[src/rtl/mem_access_unit.sv]
// Turns word/half/byte loads and stores into word accesses on a req/ack bus.
// Sub-word stores use read-modify-write. The pipeline is stalled until the access finishes.
`timescale 1ns/1ps
module mem_access_unit #(
  parameter int ADDR_W = 32
) (
  input  logic              clk,
  input  logic              reset,
  input  logic              memread,
  input  logic              memwrite,
  input  logic [2:0]        mode,
  input  logic [ADDR_W-1:0] addr,
  input  logic [31:0]       wdata,
  output logic [31:0]       rdata,
  output logic              stall,
  output logic              misalign,
  output logic              mem_req,
  output logic              mem_we,
  output logic [ADDR_W-1:0] mem_addr,
  output logic [31:0]       mem_wdata,
  input  logic [31:0]       mem_rdata,
  input  logic              mem_ack
);

  localparam logic [2:0] MODE_W  = 3'd0;
  localparam logic [2:0] MODE_HS = 3'd1;
  localparam logic [2:0] MODE_HU = 3'd2;
  localparam logic [2:0] MODE_BS = 3'd3;
  localparam logic [2:0] MODE_BU = 3'd4;

  typedef enum logic [2:0] {IDLE, RD, RMW_RD, RMW_WR, WR, DONE} state_t;

  state_t            state_q, state_d;
  logic [ADDR_W-1:0] addr_q, addr_d;
  logic [15:0]       wdata_q, wdata_d;
  logic [2:0]        mode_q, mode_d;
  logic              err_q, err_d;
  logic [31:0]       rdata_q, rdata_d;
  logic              mem_req_q, mem_req_d;
  logic              mem_we_q, mem_we_d;
  logic [31:0]       mem_wdata_q, mem_wdata_d;

  logic       req;
  logic [2:0] mode_n;
  logic       is_half, is_byte, mis;

  function automatic logic [31:0] load_extract(input logic [31:0] w, input logic [1:0] a,
                                               input logic [2:0] m);
    logic [7:0]  b;
    logic [15:0] h;
    logic [31:0] r;
    case (a)
      2'd0:    b = w[7:0];
      2'd1:    b = w[15:8];
      2'd2:    b = w[23:16];
      default: b = w[31:24];
    endcase
    h = a[1] ? w[31:16] : w[15:0];
    case (m)
      MODE_HS: r = {{16{h[15]}}, h};
      MODE_HU: r = {16'h0000, h};
      MODE_BS: r = {{24{b[7]}}, b};
      MODE_BU: r = {24'h000000, b};
      default: r = w;
    endcase
    load_extract = r;
  endfunction

  function automatic logic [31:0] store_merge(input logic [31:0] w, input logic [15:0] d,
                                              input logic [1:0] a, input logic [2:0] m);
    logic [31:0] r;
    r = w;
    if (m == MODE_HS || m == MODE_HU) begin
      if (a[1]) r[31:16] = d;
      else      r[15:0]  = d;
    end else begin
      case (a)
        2'd0:    r[7:0]   = d[7:0];
        2'd1:    r[15:8]  = d[7:0];
        2'd2:    r[23:16] = d[7:0];
        default: r[31:24] = d[7:0];
      endcase
    end
    store_merge = r;
  endfunction

  always_comb begin
    req     = memread | memwrite;
    mode_n  = (mode > MODE_BU) ? MODE_W : mode;
    is_half = (mode_n == MODE_HS) || (mode_n == MODE_HU);
    is_byte = (mode_n == MODE_BS) || (mode_n == MODE_BU);
    mis     = ((mode_n == MODE_W) && (addr[1:0] != 2'b00)) || (is_half && addr[0]);

    state_d     = state_q;
    addr_d      = addr_q;
    wdata_d     = wdata_q;
    mode_d      = mode_q;
    err_d       = err_q;
    rdata_d     = rdata_q;
    mem_wdata_d = mem_wdata_q;

    case (state_q)
      IDLE: begin
        if (req) begin
          addr_d  = addr;
          wdata_d = wdata[15:0];
          mode_d  = mode_n;
          err_d   = mis;
          // memwrite takes priority when both strobes are high
          if (mis) begin
            state_d = DONE;
            if (!memwrite) rdata_d = 32'h0;
          end else if (!memwrite) begin
            state_d = RD;
          end else if (is_half || is_byte) begin
            state_d = RMW_RD;
          end else begin
            state_d     = WR;
            mem_wdata_d = wdata;
          end
        end
      end
      RD: begin
        if (mem_ack) begin
          rdata_d = load_extract(mem_rdata, addr_q[1:0], mode_q);
          state_d = DONE;
        end
      end
      RMW_RD: begin
        if (mem_ack) begin
          mem_wdata_d = store_merge(mem_rdata, wdata_q, addr_q[1:0], mode_q);
          state_d     = RMW_WR;
        end
      end
      RMW_WR, WR: begin
        if (mem_ack) state_d = DONE;
      end
      DONE:    state_d = IDLE;
      default: state_d = IDLE;
    endcase

    // Bus strobes are registered from the next state so they line up with it.
    mem_req_d = (state_d == RD) || (state_d == RMW_RD) || (state_d == RMW_WR) || (state_d == WR);
    mem_we_d  = (state_d == RMW_WR) || (state_d == WR);

    stall = ((state_q == IDLE) && req) || (state_q == RD) || (state_q == RMW_RD) ||
            (state_q == RMW_WR) || (state_q == WR);
  end

  always_ff @(posedge clk or negedge reset) begin
    if (!reset) begin
      state_q     <= IDLE;
      addr_q      <= '0;
      wdata_q     <= '0;
      mode_q      <= MODE_W;
      err_q       <= 1'b0;
      rdata_q     <= '0;
      mem_req_q   <= 1'b0;
      mem_we_q    <= 1'b0;
      mem_wdata_q <= '0;
    end else begin
      state_q     <= state_d;
      addr_q      <= addr_d;
      wdata_q     <= wdata_d;
      mode_q      <= mode_d;
      err_q       <= err_d;
      rdata_q     <= rdata_d;
      mem_req_q   <= mem_req_d;
      mem_we_q    <= mem_we_d;
      mem_wdata_q <= mem_wdata_d;
    end
  end

  assign rdata     = rdata_q;
  assign misalign  = (state_q == DONE) && err_q;
  assign mem_req   = mem_req_q;
  assign mem_we    = mem_we_q;
  assign mem_addr  = {addr_q[ADDR_W-1:2], 2'b00};
  assign mem_wdata = mem_wdata_q;

endmodule

[config.mk]
export PLATFORM = sky130hd
export DESIGN_NAME = mem_access_unit
export DESIGN_NICKNAME = d
export VERILOG_FILES = /design/src/rtl/mem_access_unit.sv
export SDC_FILE = /design/constraint.sdc
export NUM_CORES = 1
export LEC_CHECK = 0
export BUFFER_PORTS_ARGS = -buffer_cell sky130_fd_sc_hd__buf_4
export CELL_PAD_IN_SITES_DETAIL_PLACEMENT = 1
export CELL_PAD_IN_SITES_GLOBAL_PLACEMENT = 2
export CORE_ASPECT_RATIO = 1.2
export CORE_MARGIN = 5
export CORE_UTILIZATION = 29
export CTS_CLUSTER_DIAMETER = 120
export DETAILED_ROUTE_END_ITERATION = 10
export PLACE_DENSITY_LB_ADDON = 0.3
export SLEW_MARGIN = 20
export SYNTH_ARGS = -nofsm -noshare
export SYNTH_HDL_FRONTEND = slang
export SYNTH_SLANG_ARGS = --single-unit
[constraint.sdc]
create_clock -name clk -period 2.9 [get_ports clk]
set_input_delay 0.58 -clock clk [delete_from_list [all_inputs] [get_ports clk]]
set_output_delay 0.58 -clock clk [all_outputs]
set_load 0.01 [all_outputs]
# Yosys cells after proc, flatten, opt, wreduce, memory -nomap -nowiden
# Index checks and enable logic that the tools add are counted.
# totals
ff_bits,121
mem_count,0
ram_bits,0
rom_bits,0
elab_cells,95
latch_bits,0
inputBits,104
# op_classes
n_eq_ne,27
n_lt_le_gt_ge,1
n_mux,29
add_sub_neg,0
shift,0
mul,0
n_div,0
n_bitwise,1
reduce_logical,28
# ops
operator,n
32-bit 2-to-1 mux,10
32-bit case mux with 2 select lines,2
32-bit case mux with 4 select lines,1
16-bit 2-to-1 mux,3
8-bit 2-to-1 mux,4
"3-bit by 2-bit == test with 1-bit output, second input constant",8
8-bit case mux with 3 select lines,1
3-bit 2-to-1 mux,7
"2-bit != test, second input constant",8
"3-bit == test, second input constant",5
1-bit logical OR,13
"3-bit by 1-bit == test with 1-bit output, second input constant",4
3-bit case mux with 3 select lines,1
3-bit logical NOT,2
6-bit AND reduction,1
2-bit nonzero test,3
3-bit OR reduction,2
5-bit AND reduction,1
1-bit logical AND,4
"3-bit > comparator, second input constant",1
"2-bit by 1-bit == test with 1-bit output, second input constant",1
"2-bit == test, second input constant",1
2-bit logical NOT,1
2-bit AND reduction,1
1-bit OR,1

# Depth between registers and ports, before layout
# Gate-level depths: netlist (run 1).
# logic_depth
depth_word,14
depth_mapped,9
mapped_depth_nobuf,6

# Least setup slack after synthesis (run 1)
# No wires, ideal clock.
# synth_path
path_kind,input port to output port
from,input mode[0]
to,output stall
arrival_time_ns,1.725
cell_stages,6
required_ns,2.320
n_path_buf,0
slack_ns,0.595
cell_sequence,nor2b_1 > a21oi_1 > nand2_1 > a22o_1 > or2_2 > nand2b_1
# synth_rtl
element,line_no,source
"start, declared",11,"input logic [2:0] mode,"
"end, declared",15,"output logic stall,"

# Worst setup path in the final report (run 1)
# layout_path
from,register state_q[1]
to,output stall
# layout_via
elab_chain_cells,6
elab_cells_between_ends,10
classes_between,eq/ne: 4; reduce/logical: 6
# layout_lines
element,line_no,source
"start, declared",33,"state_t state_q, state_d;"
"start signal, assigned",162,state_q <= state_d;
3-bit logical NOT,146,stall = ((state_q == IDLE) && req) || (state_q == RD) || (state_q == RMW_RD) ||
1-bit logical AND,146,
1-bit logical OR (3 in series),146,
1-bit logical OR *,147,(state_q == RMW_WR) || (state_q == WR);
# Mark *: on every way between the ends. The rest lies on a longest branch, timed or not.

==> results.md, run 1 <==
- Largest net degree at the start of global routing: 78
- GP Congestion: 0.801
- Mean Syn Cell Area: 8.39 um2
- Worst reg2reg path startpoint: mode_q[1]
- Outcome: finished, final reports clean
- Synth area leaders: dfrtp_1, nand2_1, o21ai_0, a21oi_1, buf_4
- Clock Sinks: 121
- TritonRoute pass-1 iters: 4
- Final setup fails: 0
- Library cells used by synthesis: 51
- Vias: 6143
- VDD IR-drop max: 0.000501 V
- DR iter-0 viols: 383
- Syn-to-layout area delta: 34.3%
- Synth Area in Simple Gates: 0.189
- GRT Total Usage: 0.186
- Initial core utilization: 0.294
- CTS Buffer Depth: 2
- Final Hold Fails: 0
- Synth area leader: dfrtp_1
- Post-Synth XOR/XNOR Area: 0.00911
- Static Leak: 0.00431 uW
- Worst setup path class: flip-flop to output port
- Clk_skew: 0.0149 ns
- Top Ports: 204
- H-tree level count: 4
- Pwr Density: 1140 nW/um2
- Final HPWL DP: 17900 um
- Vias in the first global route: 6383
- Pin slew with the least headroom to its limit: 0.881 ns
- Via density: 5.00
- Clock slew at reported path FFs: 0.06 ns
- # fillers: 2644
- Clock tree root driver cell: clkbuf_16
- Layout cell share with drive strength beyond 1: 0.294
- Post-route setup TNS: 0 ns
- Max-capacitance violation count: 0
- Buffers on Ports: 201
- Syn Inst Count: 786
- Crit. End Element: output port
- Worst Path Buf+Inv: 1
- Gr ovfl total: 0
- Tmin final: 2.72 ns
- Cell with the most instances after synthesis: nand2_1
- Core Box Area: 22400 um2
- # Post-CTS Setup Buffers: 0
- Multiplexer share of the synthesized area: 0.0446
- Number of routed nets with antenna violations: 0
- EDFF count, synth: 0
- Die Y: 175 um
- Unrepaired setup endpoints after global routing: no
- CTS buffer count: 17
- First-pass GRT wire length: 37600 um
- Crit path launch type: flip-flop
- CP startpoint: state_q[1]
- WL/cell: 19.7 um
- Residual DRC: 0
- Max Freq: 368 MHz
- Resized Gates After CTS: 0
- Commonest cells post-synth: nand2_1, dfrtp_1, o21ai_0
- Compound-gate portion of the synthesized area: 0.220
- FF+latch count, synth: 121
- Slew headroom: 0.409
- Period Utilization, post-route: 0.936
- Largest family of logic cells by synthesized area: compound AO/OA/AOI/OAI gates
- Final core occ: 0.394
- Initial antenna violation count: 0
- Slowest cell on the critical path: dfrtp_1
- Die area: 25900 um2
- CP required: 2.32 ns
- Nets: 1041
- Worst skew pair latency: 0.42 ns
- Post-Route WL: 24200 um
- ANT cells: 0
- Critical Path, Cell by Cell: or3_4, nor2_4, nand3_2, o221ai_2, or2_2, nand2b_1, buf_4
- Crit path max-delay family: simple AND/OR/NAND/NOR gates
- CTS tree: done
- Sequential fraction of the synthesis area: 0.459
- Worst Path Max Fanout: 10
- Slowest stage delay, CP: 0.49 ns
- Post-synth ARST share: 1.00
- Top-area cell type share of the netlist area: 0.459
- Row count: 60
- Worst EP arrival: 2.14 ns
- Final Max Slew Viols: 0
- Post-Synth Adder-Cell Area: 0
- CTS Hold Bufs: 0
- Die Wd: 148 um
- Main synth FF type: dfrtp_1
- Synthesized area: 6590 um2
- Synthesis warning total: 0
- Hold WC Path Type: primary input to async pin
-- power breakdown --
group          leakage [uW]  internal (uW)  total (uW)  switching (uW)
combinational       0.00247           2010        4790            2780
sequential          0.00153           2420        2960             538
clock              0.000310           1520        2370             852
total               0.00431           5950       10100            4170
-- placed cells by master (no fill, tap or decap), types with 3 or more instances in the layout --
master / count
nand2_1: 220
buf_4: 216
dfrtp_1: 120
o21ai_0: 79
a21oi_1: 50
nor2_1: 43
a211oi_1: 19
mux2i_1: 17
a21o_1: 17
clkbuf_16: 17
o31ai_1: 13
o21ai_1: 12
a22o_1: 10
nand3_1: 10
a221oi_1: 10
mux2_2: 9
o21bai_1: 7
inv_1: 5
and3_1: 5
nand2b_1: 4
a31oi_1: 4
bufinv_16: 4
buf_12: 4
xnor2_1: 3
nor2b_1: 3
nor3_1: 3
o22ai_1: 3
clkbuf_8: 3
inv_6: 3
clkinvlp_4: 3
-- sequential cells by signal, indices dropped and copies added, names as in the netlist --
name	count
mem_we	1
addr_q	32
wdata_q	16
state_q	3
mem_req	1
mem_wdata	32
err_q	1
mode_q	3
rdata	32
-- final timing paths --
kind,slack [ns],cells after the start,endpoint
setup / recovery,0.18,7,stall
hold / removal,0.08,1,mem_wdata[30]
setup reg to reg,0.69,7,mem_wdata[15]
hold reg to reg,0.47,2,addr_q[13]
max in group asynchronous,2.00,2,state_q[0]
min in group clk,0.35,3,addr_q[6]
-- per-layer routing --
metal	vias up	global-route usage	wire length [um]
met3	19	0.0532	1730
met2	194	0.310	11700
li1	2964	-	-
met1	2966	0.237	10500
met5	-	0	0
met4	0	0.0524	288
-- logic make-up (layout without fill, tap and decap cells) --
kind of cell	count (synthesis)	after routing
other	1	2
muxes	27	27
DFF	121	121
AOI/OAI and AO/OA	234	234
and+or+nand+nor	302	302
xor gates and xnor gates	6	6
buffers and inverters	95	258
-- per-stage QoR --
stage	worst slack, ns	cells	total power [uW]	hold WS (ns)	area [um2]
finish	0.184	1229	10100	0.0817	8850
global route	0.0371	1229	10900	0.101	8850
CTS	0.0607	1229	10300	0.0849	8840
detailed placement	0.197	1197	7830	0.464	8190
global placement	0.210	1197	7750	0.459	8190
floorplan	0.595	787	6030	0.284	6600
-- cell type report --
class,instances,area (um2),area share
Multi-Input combinational cell,571,3100,0.350
Inverter,6,22.5,0.00254
Clock buffer,20,467,0.0527
Timing Repair Buffer,220,1700,0.192
Tap cell,279,349,0.0394
Clock inverter,12,186,0.0211
Sequential cell,121,3030,0.342
Note: power is estimated with default switching activity, not from simulation.
==> run 2, diff against run 1 <==
--- a/config.mk
+++ b/config.mk
@@ -14,6 +14,7 @@
 export CTS_CLUSTER_DIAMETER = 120
 export DETAILED_ROUTE_END_ITERATION = 10
 export PLACE_DENSITY_LB_ADDON = 0.3
+export RECOVER_POWER = 50
 export SLEW_MARGIN = 20
 export SYNTH_ARGS = -nofsm -noshare
 export SYNTH_HDL_FRONTEND = slang
==> run 2 against run 1 <==
  * The run now ends with max-capacitance violations, max-slew violations left
  * Clock skew decreased by 0.0064 ns
  * Sequential share of layout area increased by 0.76 points
  * Fmax decreased by 0.16%
  * Via count increased by 0.20%
  * Die area unchanged
  * Worst hold slack improved by 0.26 ns
  * Worst setup slack got worse by 0.0043 ns
  * Flip-flop and latch count unchanged
  * Sequential power about the same
  * Critical path type unchanged
  * Critical endpoint unchanged
==> results.md, run 2 (synthesized netlist as in run 1, its figures left out) <==
- Slowest cell on the critical path: dfrtp_1
- CTS tree: done
- Initial antenna violation count: 0
- Initial core utilization: 0.294
- CP required: 2.32 ns
- Largest net degree at the start of global routing: 78
- Via density: 5.01
- Crit. End Element: output port
- Clock tree root driver cell: clkbuf_16
- Period Utilization, post-route: 0.938
- Static Leak: 0.00412 uW
- Final Hold Fails: 0
- H-tree level count: 4
- Die Wd: 148 um
- Final Max Slew Viols: 30
- Slowest stage delay, CP: 0.49 ns
- WL/cell: 19.7 um
- Vias in the first global route: 6383
- First-pass GRT wire length: 37600 um
- DR iter-0 viols: 341
- Placed standard-cell area: 8190 um2
- Final HPWL DP: 17900 um
- Die Y: 175 um
- Pwr Density: 1140 nW/um2
- Clock Sinks: 121
- Worst setup path class: flip-flop to output port
- Setup ws final: 0.180 ns
- Core Box Area: 22400 um2
- Leading cell types in the layout, fill and taps excluded: nand2_1, buf_4, dfrtp_1
- Max Freq: 368 MHz
- Slew headroom: -0.155
- Residual DRC: 0
- Max-capacitance violation count: 1
- Final setup fails: 0
- Worst skew pair latency: 0.42 ns
- Dpl ws: 0.197 ns
- Final core occ: 0.386
- Tmin final: 2.72 ns
- Post-route cell area: 8660 um2
- Vias: 6155
- VDD IR-drop max: 0.000503 V
- # Post-CTS Setup Buffers: 0
- GP Congestion: 0.801
- CTS buffer count: 17
- GRT Total Usage: 0.186
- Post-route setup TNS: 0 ns
- Worst Path Max Fanout: 10
- TritonRoute pass-1 iters: 4
- CTS Buffer Depth: 2
- Number of routed nets with antenna violations: 0
- Pin slew with the least headroom to its limit: 1.73 ns
- Buffers on Ports: 201
- Row count: 60
- Most common cell after layout, fill and taps aside: nand2_1
- Layout cell share with drive strength beyond 1: 0.242
- Failing checks: max-capacitance violations, max-slew violations
- Worst EP arrival: 2.14 ns
- Top Ports: 204
- Die area: 25900 um2
- Hold WC Path Type: primary input to flip-flop
- Gr ovfl total: 0
- Nets: 1041
- Critical Path, Cell by Cell: or3_4, nor2_4, nand3_2, o221ai_2, or2_2, nand2b_1, buf_4
- Clock slew at reported path FFs: 0.06 ns
- Clk_skew: 0.00849 ns
- Syn-to-layout area delta: 31.4%
- Unrepaired setup endpoints after global routing: no
- Crit path launch type: flip-flop
- ANT cells: 0
- Outcome: complete, but fails checks
- Post-Route WL: 24200 um
[run 2: cell types whose count changed in the layout (fill, tap and decap cells not counted), sizes merged]
cell	change
buf	-48
clkbuf	+48
[run 2: repair_timing]
item                                    4_1_cts  5_1_grt
hold buffers                                  0        0
endpoints found under the setup margin        0        1
resized for setup                             0        3
[run 2: layer usage]
layer / vias up / GRT usage / routed length, um
li1: 2962 / - / -
met1: 2965 / 0.237 / 10500
met2: 202 / 0.310 / 11500
met3: 26 / 0.0532 / 1830
met4: 0 / 0.0524 / 356
met5: - / 0 / 0
[run 2: cell type report]
type	instances	area, um2
fillers	2689	13800
clock inverters	12	186
repair buffers	220	1520
clock buffers	20	467
well taps	279	349
inverters	6	22.5
multi-input cells	571	3090
flip-flops and latches	121	3030
[run 2: critical path, delay by kind of cell, from the launching register on]
| family | cells | cell delay, ns |
|---|---|---|
| simple gates | 5 | 0.99 |
| buf+inv | 1 | 0.12 |
| flops | 1 | 0.49 |
| compound gates | 1 | 0.11 |
[run 2: path summary, 6_finish.rpt]
kind	from	end	slack (ns)	cells past startpoint
max	state_q[1]	stall	0.18	7
min	addr[6]	addr_q[6]	0.34	3
max reg2reg	mode_q[1]	mem_wdata[15]	0.68	7
min reg2reg	addr_q[13]	addr_q[13]	0.47	2
max in group asynchronous	reset	rdata[3]	0.78	2
min in group asynchronous	reset	mem_wdata[13]	0.61	1
[run 2: where the power goes]
group / switching, uW / leakage [uW] / internal [uW]
clock: 854 / 0.000310 / 1520
combinational: 2780 / 0.00228 / 1810
sequential: 533 / 0.00153 / 2420
total: 4160 / 0.00412 / 5760
[run 2: through the flow]
step                      std cells  hold WS (ns)  power, uW
after global placement         1197         0.459       7750
final                          1229         0.342       9920
after CTS                      1229        0.0849      10300
after global routing           1229         0.329      10700
after detailed placement       1197         0.464       7830
after floorplan                 787         0.284       6030
==> run 3, diff against run 2 <==
--- a/config.mk
+++ b/config.mk
@@ -10,7 +10,7 @@
 export CELL_PAD_IN_SITES_GLOBAL_PLACEMENT = 2
 export CORE_ASPECT_RATIO = 1.2
 export CORE_MARGIN = 5
-export CORE_UTILIZATION = 29
+export CORE_UTILIZATION = 27
 export CTS_CLUSTER_DIAMETER = 120
 export DETAILED_ROUTE_END_ITERATION = 10
 export PLACE_DENSITY_LB_ADDON = 0.3
==> constraint.sdc (replaced) <==
create_clock -name clk -period 2.5 [get_ports clk]
set_input_delay 0.5 -clock clk [delete_from_list [all_inputs] [get_ports clk]]
set_output_delay 0.5 -clock clk [all_outputs]
set_load 0.01 [all_outputs]
==> run 3 against run 2 <==
  * The flow still finishes with violations (max-capacitance violations, max-slew violations)
  * Clock skew rose by 0.0062 ns
  * Cell area rose by 3.9%
  * Critical path depth did not move
  * Count of clock-buffer cells in the layout fell by 1
  * Final cell count rose by 4.6%
  * Register-to-register slack got worse by 0.31 ns
  * Via count rose by 0.68%
  * Global-route usage fell by 0.72 points
  * Worst setup slack got worse by 0.083 ns
  * Die area rose by 6.9%
  * Worst hold slack got worse by 0.077 ns
  * Critical path type unchanged
  * Highest routed layer unchanged
==> results.md, run 3 (synthesized netlist as in run 1, its figures left out) <==
- Vias: 6197
- Tmin final: 2.40 ns
- Vias in the first global route: 6579
- Top Ports: 204
- VDD IR-drop max: 0.000610 V
- WL/cell: 19.5 um
- Layout cell share with drive strength beyond 1: 0.303
- Final Max Slew Viols: 122
- Failing checks: max-capacitance violations, max-slew violations
- TritonRoute pass-1 iters: 5
- Hold Path Sink: addr_q[9]
- CTS buffer count: 17
- Die area: 27700 um2
- Number of routed nets with antenna violations: 0
- Syn-to-layout area delta: 36.6%
- Clock Sinks: 121
- Clock tree root driver cell: clkbuf_16
- Worst setup path class: flip-flop to output port
- Static Leak: 0.00438 uW
- CTS tree: done
- Crit. End Element: output port
- Residual DRC: 0
- Core Box Area: 24000 um2
- # fillers: 2829
- GRT Total Usage: 0.179
- ANT cells: 0
- Final HPWL DP: 18300 um
- Worst hold stages: 3
- Post-route setup TNS: 0 ns
- Worst reg2reg path startpoint: mode_q[0]
- Final setup fails: 0
- Via density: 4.82
- Hold WC Path Type: primary input to flip-flop
- Outcome: complete, but fails checks
- Hold Startpoint: addr[9]
- Initial antenna violation count: 0
- R2R setup slack: 0.37 ns
- Power Total: 11900 uW
- DR iter-0 viols: 342
- Pin slew with the least headroom to its limit: 1.76 ns
- First-pass GRT wire length: 39200 um
- CP required: 2.00 ns
- Most common cell after layout, fill and taps aside: buf_4
- Max-capacitance violation count: 1
- Largest net degree at the start of global routing: 122
- Nets: 1057
- CTS Hold Bufs: 0
- CTS Buffer Depth: 2
- Worst Path Max Fanout: 3
- Die Y: 181 um
- Cell depth of the worst flop-to-flop path: 5
- Clk_skew: 0.0147 ns
- Max Freq: 416 MHz
- Dpl ws: 0.0816 ns
- Die Wd: 153 um
- Final Hold Fails: 0
- Slew headroom: -0.174
- Crit path launch type: flip-flop
- Leading cell types in the layout, fill and taps excluded: buf_4, nand2_1, dfrtp_1
- GP Congestion: 0.839
- Post-Route WL: 25100 um
- Reg-to-Reg End: rdata[5]
- Period Utilization, post-route: 0.961
- Initial core utilization: 0.275
- Gr ovfl total: 0
- Setup ws final: 0.0967 ns
- Worst skew pair latency: 0.42 ns
- Unrepaired setup endpoints after global routing: no
- Pwr Density: 1320 nW/um2
- Buffers on Ports: 201
- Clock slew at reported path FFs: 0.06 ns
- Worst EP arrival: 1.90 ns
- H-tree level count: 4
- Row count: 62
==> run 3: area by class of cell <==
| class | instances | area (um2) | area share |
|---|---|---|---|
| inverter | 6 | 22.5 | 0.00250 |
| multi-input combinational | 571 | 3110 | 0.346 |
| timing repair buffer | 236 | 1820 | 0.202 |
| clock inverter | 12 | 175 | 0.0195 |
| tap | 320 | 400 | 0.0445 |
| clock buffer | 19 | 443 | 0.0492 |
| sequential | 121 | 3030 | 0.336 |
==> run 3: what timing repair did <==
action,in CTS,in global routing
pin swaps,3,4
setup endpoints to repair,1,3
setup buffers,4,1
resized for setup,4,4
endpoints found under the hold margin,0,0
==> run 3: routing by layer <==
| layer | vias up | part of all wire | global-route usage |
|---|---|---|---|
| met4 | 0 | 0.0097 | 0.0399 |
| met5 | - | 0 | 0 |
| li1 | 2992 | - | - |
| met2 | 173 | 0.49 | 0.298 |
| met1 | 3014 | 0.43 | 0.230 |
| met3 | 18 | 0.070 | 0.0550 |
==> run 3: per-stage QoR <==
step | instances | utilization | hold slack, ns | area, um2
after global placement | 1249 | 0.347 | 0.459 | 8320
after global routing | 1285 | 0.376 | 0.253 | 9000
after floorplan | 787 | - | 0.204 | 6600
after detailed placement | 1249 | 0.347 | 0.464 | 8320
final | 1285 | 0.376 | 0.265 | 9000
after CTS | 1284 | 0.375 | 0.219 | 8990
==> run 3: power by group <==
group | internal (uW) | leakage, uW | switching, uW | total, uW
clock network | 1690 | 0.000307 | 945 | 2630
logic | 2500 | 0.00254 | 3430 | 5930
registers | 2810 | 0.00153 | 546 | 3360
==> run 3: worst max-delay path by stage <==
stage | startpoint | to | slack [ns] | depth (start not counted)
floorplan | state_q[1] | stall | 0.31 | 8
global placement | mode[0] | stall | 0.09 | 9
detailed placement | mode[0] | stall | 0.08 | 9
CTS | state_q[1] | stall | 0.006 | 7
global route | state_q[1] | stall | 0.002 | 7
finish | state_q[1] | stall | 0.1 | 7
==> run 3: critical path: stages, from the launching register on <==
cell	delay [ns]
dfrtp_1	0.39
or3_4	0.42
nor2_4	0.10
nand3_2	0.11
o221ai_2	0.09
or2_4	0.16
nand2b_1	0.09
buf_4	0.11
